**src/rtl/sd_sec_write.sv**
```systemverilog
// rtl/sd_sec_write.sv - single-block SD-card sector write engine (SPI mode, CMD24)
//
// Purpose:
//   Accepts a sector-write request from the image-save controller. The engine
//   issues CMD24 and streams 256 16-bit FIFO words as one 512-byte data block.
//   It then waits for the card to finish programming and reports completion.
//   SPI mode 0. Bytes go out MSB first, and consecutive bytes are sent
//   back-to-back with no idle cycles.
//
// Configuration macro:
//   SD_WR_SDSC_BYTE_ADDR_EN
//     - Defined: the CMD24 argument is wr_sec_addr << 9 (byte addressing, SDSC).
//     - Undefined: the CMD24 argument is wr_sec_addr (block addressing, SDHC/SDXC).
//
// Parameters:
//   SCK_DIV   SCK half-period in clk cycles (>= 1)
//   NCR_MAX   max bytes polled for R1 before error
//   BUSY_MAX  max bytes polled for busy release before error (<= 65536)
//
// Ports:
//   clk, rst        system clock, synchronous active-high reset
//   sd_init_done    card initialized; gates acceptance of new starts
//   wr_start_en     start request (sampled in IDLE only)
//   wr_sec_addr     sector address, latched on accepted start
//   wr_busy         high from accept through the DONE cycle
//   wr_req          one-cycle FIFO read strobe per word
//   wr_data         FIFO word, valid the cycle after wr_req
//   wr_block_wdone  one-cycle completion pulse
//   wr_err          error flag, coincident with wr_block_wdone
//   sd_cs, sd_sck, sd_mosi, sd_miso   SPI pins
`timescale 1ns/1ps

module sd_sec_write #(
  parameter int SCK_DIV  = 2,
  parameter int NCR_MAX  = 8,
  parameter int BUSY_MAX = 65535
) (
  input  logic        clk,
  input  logic        rst,
  input  logic        sd_init_done,
  input  logic        wr_start_en,
  input  logic [31:0] wr_sec_addr,
  output logic        wr_busy,
  output logic        wr_req,
  input  logic [15:0] wr_data,
  output logic        wr_block_wdone,
  output logic        wr_err,
  output logic        sd_cs,
  output logic        sd_sck,
  output logic        sd_mosi,
  input  logic        sd_miso
);

  localparam int DIV_W = (SCK_DIV > 1) ? $clog2(SCK_DIV) : 1;
  localparam int CNT_W = 16;
  localparam logic [DIV_W-1:0] DIV_LAST = DIV_W'(SCK_DIV - 1);

  typedef enum logic [3:0] {
    S_IDLE,
    S_PRE,
    S_CMD,
    S_R1,
    S_GAP,
    S_TOKEN,
    S_DATA,
    S_CRC,
    S_DRESP,
    S_BUSY,
    S_POST,
    S_DONE
  } state_t;

  state_t             state_q, state_d;
  logic [CNT_W-1:0]   cnt_q, cnt_d;
  logic [31:0]        arg_q, arg_d;
  logic               err_flag_q, err_flag_d;
  logic               busy_q, busy_d;
  logic               cs_q, cs_d;
  logic               req_q, req_d;
  logic               wdone_q, wdone_d;
  logic               werr_q, werr_d;
  logic [7:0]         lo_q, lo_d;
  logic [15:0]        buf_q;
  logic               cap_q;

  // Byte engine state
  logic               act_q;
  logic [DIV_W-1:0]   div_q;
  logic               half_q;
  logic [2:0]         bit_q;
  logic [7:0]         tx_q;
  logic [7:0]         rx_q;
  logic               sck_q;
  logic               mosi_q;

  logic               start_byte;
  logic [7:0]         start_val;
  logic               byte_done;
  logic [CNT_W-1:0]   next_idx;
  logic [31:0]        addr_arg;

`ifdef SD_WR_SDSC_BYTE_ADDR_EN
  assign addr_arg = wr_sec_addr << 9;
`else
  assign addr_arg = wr_sec_addr;
`endif

  // Last cycle of the high half of bit 7. The received byte is complete in
  // rx_q here, and a byte started in this cycle follows with no gap.
  assign byte_done = act_q && half_q && (div_q == DIV_LAST) && (bit_q == 3'd7);
  assign next_idx  = cnt_q + 16'd1;

  function automatic logic [7:0] cmd_byte(input logic [CNT_W-1:0] idx,
                                          input logic [31:0] arg);
    case (idx)
      16'd1:   cmd_byte = arg[31:24];
      16'd2:   cmd_byte = arg[23:16];
      16'd3:   cmd_byte = arg[15:8];
      16'd4:   cmd_byte = arg[7:0];
      default: cmd_byte = 8'hFF;
    endcase
  endfunction

  always_ff @(posedge clk) begin
    if (rst) begin
      state_q    <= S_IDLE;
      cnt_q      <= '0;
      arg_q      <= '0;
      err_flag_q <= 1'b0;
      busy_q     <= 1'b0;
      cs_q       <= 1'b1;
      req_q      <= 1'b0;
      wdone_q    <= 1'b0;
      werr_q     <= 1'b0;
      lo_q       <= 8'h00;
    end else begin
      state_q    <= state_d;
      cnt_q      <= cnt_d;
      arg_q      <= arg_d;
      err_flag_q <= err_flag_d;
      busy_q     <= busy_d;
      cs_q       <= cs_d;
      req_q      <= req_d;
      wdone_q    <= wdone_d;
      werr_q     <= werr_d;
      lo_q       <= lo_d;
    end
  end

  // The word requested with req_q is on wr_data one cycle later.
  always_ff @(posedge clk) begin
    if (rst) begin
      cap_q <= 1'b0;
      buf_q <= 16'h0000;
    end else begin
      cap_q <= req_q;
      if (cap_q) begin
        buf_q <= wr_data;
      end
    end
  end

  // State transitions happen only on byte_done, so the next state's first byte
  // is loaded in the same cycle the previous byte ends.
  always_comb begin
    state_d    = state_q;
    cnt_d      = cnt_q;
    arg_d      = arg_q;
    err_flag_d = err_flag_q;
    busy_d     = busy_q;
    cs_d       = cs_q;
    req_d      = 1'b0;
    wdone_d    = 1'b0;
    werr_d     = 1'b0;
    lo_d       = lo_q;
    start_byte = 1'b0;
    start_val  = 8'hFF;

    case (state_q)
      S_IDLE: begin
        if (wr_start_en && sd_init_done) begin
          arg_d      = addr_arg;
          busy_d     = 1'b1;
          cs_d       = 1'b0;
          state_d    = S_PRE;
          start_byte = 1'b1;
        end
      end

      S_PRE: begin
        if (byte_done) begin
          state_d    = S_CMD;
          cnt_d      = '0;
          start_byte = 1'b1;
          start_val  = 8'h58;
        end
      end

      S_CMD: begin
        if (byte_done) begin
          start_byte = 1'b1;
          if (cnt_q == 16'd5) begin
            state_d = S_R1;
            cnt_d   = '0;
          end else begin
            cnt_d     = next_idx;
            start_val = cmd_byte(next_idx, arg_q);
          end
        end
      end

      S_R1: begin
        if (byte_done) begin
          start_byte = 1'b1;
          if (!rx_q[7]) begin
            if (rx_q == 8'h00) begin
              state_d = S_GAP;
            end else begin
              err_flag_d = 1'b1;
              cs_d       = 1'b1;
              state_d    = S_POST;
            end
          end else if (cnt_q == CNT_W'(NCR_MAX - 1)) begin
            err_flag_d = 1'b1;
            cs_d       = 1'b1;
            state_d    = S_POST;
          end else begin
            cnt_d = next_idx;
          end
        end
      end

      // Word 0 is requested at the token's start and word 1 at the first data
      // byte. After that, each high byte fetches the following word. Every
      // request is therefore at least one byte time ahead of its use.
      S_GAP: begin
        if (byte_done) begin
          state_d    = S_TOKEN;
          start_byte = 1'b1;
          start_val  = 8'hFE;
          req_d      = 1'b1;
        end
      end

      S_TOKEN: begin
        if (byte_done) begin
          state_d    = S_DATA;
          cnt_d      = '0;
          start_byte = 1'b1;
          start_val  = buf_q[15:8];
          lo_d       = buf_q[7:0];
          req_d      = 1'b1;
        end
      end

      S_DATA: begin
        if (byte_done) begin
          start_byte = 1'b1;
          if (cnt_q == 16'd511) begin
            state_d = S_CRC;
            cnt_d   = '0;
          end else begin
            cnt_d = next_idx;
            if (next_idx[0]) begin
              start_val = lo_q;
            end else begin
              // lo_q holds the low byte because buf_q is refilled mid-word.
              start_val = buf_q[15:8];
              lo_d      = buf_q[7:0];
              req_d     = (next_idx <= 16'd508);
            end
          end
        end
      end

      S_CRC: begin
        if (byte_done) begin
          start_byte = 1'b1;
          if (cnt_q == 16'd1) begin
            state_d = S_DRESP;
          end else begin
            cnt_d = 16'd1;
          end
        end
      end

      S_DRESP: begin
        if (byte_done) begin
          if (rx_q[4:0] != 5'b00101) begin
            err_flag_d = 1'b1;
          end
          state_d    = S_BUSY;
          cnt_d      = '0;
          start_byte = 1'b1;
        end
      end

      S_BUSY: begin
        if (byte_done) begin
          start_byte = 1'b1;
          if (rx_q != 8'h00) begin
            cs_d    = 1'b1;
            state_d = S_POST;
          end else if (cnt_q == CNT_W'(BUSY_MAX - 1)) begin
            err_flag_d = 1'b1;
            cs_d       = 1'b1;
            state_d    = S_POST;
          end else begin
            cnt_d = next_idx;
          end
        end
      end

      S_POST: begin
        if (byte_done) begin
          state_d = S_DONE;
          wdone_d = 1'b1;
          werr_d  = err_flag_q;
        end
      end

      S_DONE: begin
        state_d    = S_IDLE;
        busy_d     = 1'b0;
        err_flag_d = 1'b0;
      end

      default: begin
        state_d = S_IDLE;
      end
    endcase
  end

  // SPI byte shifter, mode 0. Each bit is SCK_DIV cycles with SCK low, then
  // SCK_DIV cycles with SCK high. MISO is captured as SCK rises, and MOSI
  // advances as SCK falls.
  always_ff @(posedge clk) begin
    if (rst) begin
      act_q  <= 1'b0;
      div_q  <= '0;
      half_q <= 1'b0;
      bit_q  <= 3'd0;
      tx_q   <= 8'hFF;
      rx_q   <= 8'hFF;
      sck_q  <= 1'b0;
      mosi_q <= 1'b1;
    end else if (start_byte) begin
      act_q  <= 1'b1;
      div_q  <= '0;
      half_q <= 1'b0;
      bit_q  <= 3'd0;
      tx_q   <= start_val;
      mosi_q <= start_val[7];
      sck_q  <= 1'b0;
    end else if (act_q) begin
      if (div_q == DIV_LAST) begin
        div_q <= '0;
        if (!half_q) begin
          sck_q  <= 1'b1;
          half_q <= 1'b1;
          rx_q   <= {rx_q[6:0], sd_miso};
        end else begin
          sck_q  <= 1'b0;
          half_q <= 1'b0;
          if (bit_q == 3'd7) begin
            act_q  <= 1'b0;
            mosi_q <= 1'b1;
          end else begin
            bit_q  <= bit_q + 3'd1;
            tx_q   <= {tx_q[6:0], 1'b1};
            mosi_q <= tx_q[6];
          end
        end
      end else begin
        div_q <= div_q + DIV_W'(1);
      end
    end
  end

  assign wr_busy        = busy_q;
  assign wr_req         = req_q;
  assign wr_block_wdone = wdone_q;
  assign wr_err         = werr_q;
  assign sd_cs          = cs_q;
  assign sd_sck         = sck_q;
  assign sd_mosi        = mosi_q;

endmodule

```
**config.mk**
```make
export PLATFORM = sky130hd
export DESIGN_NAME = sd_sec_write
export DESIGN_NICKNAME = d
export VERILOG_FILES = /design/src/rtl/sd_sec_write.sv
export SDC_FILE = /design/constraint.sdc
export NUM_CORES = 1
export LEC_CHECK = 0
export BUFFER_PORTS_ARGS = -buffer_cell sky130_fd_sc_hd__clkbuf_2
export CAP_MARGIN = 25
export CORE_UTILIZATION = 53
export CTS_CLUSTER_SIZE = 28
export DETAILED_ROUTE_END_ITERATION = 12
export GPL_TIMING_DRIVEN = 0
export PLACE_DENSITY = 0.77
export SLEW_MARGIN = 20
export SYNTH_ARGS = -nofsm -noshare
export SYNTH_HDL_FRONTEND = slang
export SYNTH_SLANG_ARGS = --single-unit
```
**constraint.sdc**
```tcl
create_clock -name clk -period 2.6 [get_ports clk]
set_input_delay 0.26 -clock clk [delete_from_list [all_inputs] [get_ports clk]]
set_output_delay 0.26 -clock clk [all_outputs]
set_load 0.01 [all_outputs]
```
* After elaboration in Yosys (flattened, before gate mapping)
Index checks and enable logic that the tools add are counted. W data, S select, Z words.
Operators by class: $lt $le $gt $ge 1, reduce and logical (&&, ||, !) cells 33, bitwise operators 5, equality and inequality tests 50, muxes and demuxes 89, $add $sub $neg 3
Operators with widths (count):
- $mux W16 | 13
- $pmux W16 S6 | 1
- $mux W8 | 11
- $mux W4 | 19
- $eq A16 B3 Y1 const B | 3
- $ne A2 B2 Y1 const B | 24
- $pmux W4 S11 | 1
- $pmux W8 S5 | 1
- $mux W7 | 5
- $eq A16 B1 Y1 const B | 2
- $eq A16 B2 Y1 const B | 2
- $pmux W8 S4 | 1
- $mux W1 | 31
- $add A16 B1 Y16 const B | 1
- $eq A16 B16 Y1 const B | 1
- $eq A16 B9 Y1 const B | 1
- $eq A4 B3 Y1 const B | 4
- $eq A4 B4 Y1 const B | 4
- $le A16 B9 Y1 const B | 1
- $pmux W8 S2 | 1
- $reduce_and A16 Y1 | 1
- $reduce_and A12 Y1 | 1
- $reduce_and A4 Y1 | 3
- $reduce_bool A2 Y1 | 5
- 27 further kinds | 44
Storage, ports and cells: word-level logic and storage cells 200, bits in registers 105, bits of input ports 53

* Depth between registers and ports, before layout
word-level depth 7, mapped depth 11, gate-level depth less buffers 8

* Least setup slack after synthesis
Ideal clock, no wire load.
kind reg-to-reg, start register cnt_q[0], end register state_q[0], period minus slack after synthesis 2.453 ns, arrival 2.382 ns, stages on the path, launching flop included 11, path slack 0.147 ns, path through dfxtp_1 > buf_2 > inv_1 > ha_1 > buf_1 > nand4_1 > nor4_1 > a211oi_1 > or3_1 > nor3_2 > mux2i_1
On the way: cells in the longest elaborated chain, start to end 3
Ends and longest elaborated chain:
- from (decl) | RTL line 74 | logic [CNT_W-1:0] cnt_q, cnt_d;
- from (signal assigned) | RTL line 138 | cnt_q <= cnt_d;
- $eq A16 B16 Y1 (tied with other cells) | RTL line 304 | end else if (cnt_q == CNT_W'(BUSY_MAX - 1)) begin
- $ne A3 B3 Y1 (no line) / $ne A2 B2 Y1 (equally long branches)
- $reduce_and A16 Y1 (no line) *
- to (signal assigned) | RTL line 137 | state_q <= state_d;
- to (decl) | RTL line 73 | state_t state_q, state_d;
Mark *: on every way between the ends. The rest lies on a longest branch, timed or not. A chain may end at the register's enable or synchronous reset.

* Worst setup path after layout
start register cnt_q[8], end register tx_q[4]
On the way: cells in the longest elaborated chain, start to end 7
Ends and longest elaborated chain:
- $add A16 B1 Y16 | RTL line 111 | assign next_idx = cnt_q + 16'd1;
- $eq A16 B3 Y1 (tied with other cells) | RTL line 115 | case (idx)
- $pmux W8 S4 | RTL line 115
- $mux W8 | RTL line 202 | if (cnt_q == 16'd5) begin
- $mux W8 | RTL line 200 | if (byte_done) begin
- $pmux W8 S5 * | RTL line 179 | case (state_q)
- $mux W7 * | RTL line 347 | end else if (start_byte) begin
- to (signal assigned) | RTL line 352 | tx_q <= start_val;
- to (signal assigned) | RTL line 370 | tx_q <= {tx_q[6:0], 1'b1};
- to (decl) | RTL line 91 | logic [7:0] tx_q;
Marks and branches as above.

==> reports/summary.txt <==
Net count, final - 827
WS Path Type - reg2reg
Hold Fails Final Rpt - 0
Initial DRC count - 600
Antenna violations before repair - 0
Final HPWL DP - 11910 microns
WP data arrival - 2.88 ns
Post-Synth Simple-Gate Area - 25.38%
Reg clk slew, reported paths - 0.11 ns
Max stage delay on crit path - 0.56 ns
Vert. Die Dim - 105.8 microns
Routed WL - 16580 microns
Vias in the first global route - 5344
Fillcell total - 913
CTS tree - done
Area growth syn-to-layout - 18.33%
Tcrit/Tclk final - 99.24%
Worst slack, placed - -0.6353 ns
# port buffers - 59
Synth Area in Adders - 1.534%
GRT Total Usage - 29.56%
Chip width - 105.8 microns
Synth Area in Compound Gates - 20.96%
Max-slew violation total from the final report - 0
Status - complete, no violations
H-tree depth - 3
Antenna viol nets, final - 0
Core area - 0.01037 sq mm
Avg Inst Size Synth - 8.321 sq um
Critical-path cell list - nand3_2 -> nor4_4 -> mux2_1 -> nand4_1 -> buf_6 -> or4_1 -> a41oi_1
Initial core utilization - 55.04%
Gpl congestion - 0.9336
Yosys cell types - 73
Drt first pass iters - 5
Setup tns final - 0 ns
Design Power - 0.003602 W
Global-route wire length before repair - 26400 microns
Post-Syn Area - 0.005708 sq mm
CP Launch Type - register
Fmax - 387.6 MHz
Max Cap Viol - 0
Unrepaired setup endpoints after global routing - true
Largest family of logic cells by synthesized area - simple AND/OR/NAND/NOR gates
Inserted Clock Buffers - 9
VDD IR-drop max - 0.3203 mV
GRT overflow - 0
Slew @ Worst Pin - 0.8146 ns
Synth Register Bits - 105
Die area - 0.01119 sq mm
CTS root buf - clkbuf_8
Ys async rst share - 0%
Final Skew - 0.01932 ns
Critical path endpoint category - register
Post-Route Utilization - 65.13%
CTS max path bufs - 2
Top FF cell, synth - dfxtp_1
Layout cells sized above 1 - 21.89%
Synth warnings - 0
Fin crit period - 2.580 ns
Post-Syn Nets - 746
Worst relative slew slack - 45.28%
CP max-delay cell - dfxtp_1
Largest net degree at the start of global routing - 20
Worst hold path class - in2reg
Post-synth EDFFs - 0
DRC Markers - 0
Antenna diodes - 0
Leak - 2.443 nW
Cells after synthesis - 686
Mux contribution to synthesized area - 8.461%
FP Rows - 37
Sink Count - 105
WP data required - 2.90 ns
Vias - 5760
Power Density - 533.4 mW/mm^2
Post-CTS Hold Buffers - 0
Drt wl/cell - 18.26 microns
Worst Slack Setup Final - 0.01972 ns
CP max FO - 10
# setup viols final - 0
Later-pin clock latency in the skew report - 0.38 ns
Xor-xnor portion of the synthesized cell area - 1.841%
I/O pin total - 60
Register area share after synthesis - 36.83%
DR vias/cell - 6.344
-- layout make-up --
cell class	instances	area, sq um	share of cell area (%)
flip-flops and latches	105	2115	31.31
clock inverters	6	57.56	0.8522
clock buffers	10	127.6	1.890
repair buffers	73	412.9	6.113
plain buffers	52	264.0	3.909
well taps	136	170.2	2.519
multi-input cells	514	3558	52.69
inverters	12	48.80	0.7225
-- placed cells by master (no fill, tap or decap), drive strengths merged, types with 7 or more instances in the layout --
master,n
nor3,24
nor4,9
o32ai,7
nand2,102
ha,7
mux2,10
o21ai,13
and3,7
clkbuf,104
inv,15
a222oi,8
o22ai,8
or4,14
nor2b,7
nand3,27
a211oi,11
a31oi,18
or3,8
a211o,8
nor2,51
buf,31
a21oi,50
mux2i,37
dfxtp,105
nand4,12
-- sequential cells by signal (all words and copies together) (netlist names), 3 cells and up --
register	flops
arg_q	32
lo_q	8
bit_q	3
state_q	4
buf_q	16
tx_q	7
cnt_q	16
rx_q	8
-- repair_timing --
| action | in CTS | in global routing |
|---|---|---|
| gates resized for setup | 19 | 54 |
| endpoints found under the setup margin | 38 | 33 |
| buffers inserted | 3 | 10 |
| pin swaps | 3 | 7 |
| cloned | 0 | 1 |
-- where the power goes --
part           internal (W)  switching [W]
combinational      0.000311       0.000568
sequential          0.00169      0.0000484
clock              0.000373       0.000613
-- cell usage after synthesis (5+ instances only) --
cell type    n  area share [%]
buf_1        7            0.46
a21o_1       6            0.79
nand4_1     10             1.1
ha_1         7             1.5
or4_1       12             1.6
mux2_2       8             1.6
mux2i_1     37             6.5
nor2b_1      7            0.77
nor3_1      19             1.7
or3_1        8            0.88
nand2_1    101             6.6
a31oi_1     18             2.0
o21ai_0     10            0.88
xor2_1       6            0.92
xnor2_1      6            0.92
a32o_1       5            0.88
nor4_1       7            0.77
buf_2        9            0.79
nor2_1      51             3.4
nand3_1     25             2.2
and3_1       7            0.77
clkbuf_1    36             2.4
nand2b_1     5            0.55
o32ai_1      7             1.1
a211oi_1     8             1.1
dfxtp_1    105              37
a222oi_1     8             1.4
a21oi_1     49             4.3
a211o_1      8             1.2
o22ai_1      8            0.88
inv_1       12            0.79
-- per-stage QoR --
step	area (sq um)	cells	hold WS, ns
floorplan	5708	686	0.3885
global placement	6173	881	0.4449
detailed placement	6173	881	0.4480
CTS	6471	899	0.08825
global route	6754	908	0.07562
finish	6754	908	0.09705
-- routing by layer --
| layer | vias up | GRT usage (%) | wire (microns) | part of all wire, % |
|---|---|---|---|---|
| li1 | 2685 | - | - | - |
| met1 | 2732 | 38.89 | 7165 | 43 |
| met2 | 286 | 47.53 | 7690 | 46 |
| met4 | 0 | 12.50 | 527 | 3.2 |
| met3 | 57 | 5.318 | 1192 | 7.2 |
| met5 | - | 0 | 0 | 0 |
-- cells by family (layout without fill, tap and decap cells) --
group / count (synthesis) / count (layout)
and+or+nand+nor: 281 / 281
AOI/OAI and AO/OA: 167 / 167
DFF: 105 / 105
buffers and inverters: 67 / 153
muxes: 47 / 47
xor gates and xnor gates: 12 / 12
adders and majority gates: 7 / 7
-- worst max-delay path: cells and delay by family, from the launching register on --
kind	cells	cell delay (ns)
buf+inv	1	0.21
simple gates	4	1.32
compound gates	1	0.23
flops	1	0.56
mux	1	0.19
-- worst paths after layout --
kind / to / from / cells past startpoint / slack [ns]
setup / recovery: tx_q[4] / cnt_q[8] / 7 / 0.02
hold / removal: arg_q[5] / wr_sec_addr[5] / 3 / 0.1
setup reg to reg: tx_q[4] / cnt_q[8] / 7 / 0.02
hold reg to reg: arg_q[28] / arg_q[28] / 2 / 0.46
No activity file was read; power rests on OpenSTA's default activity.
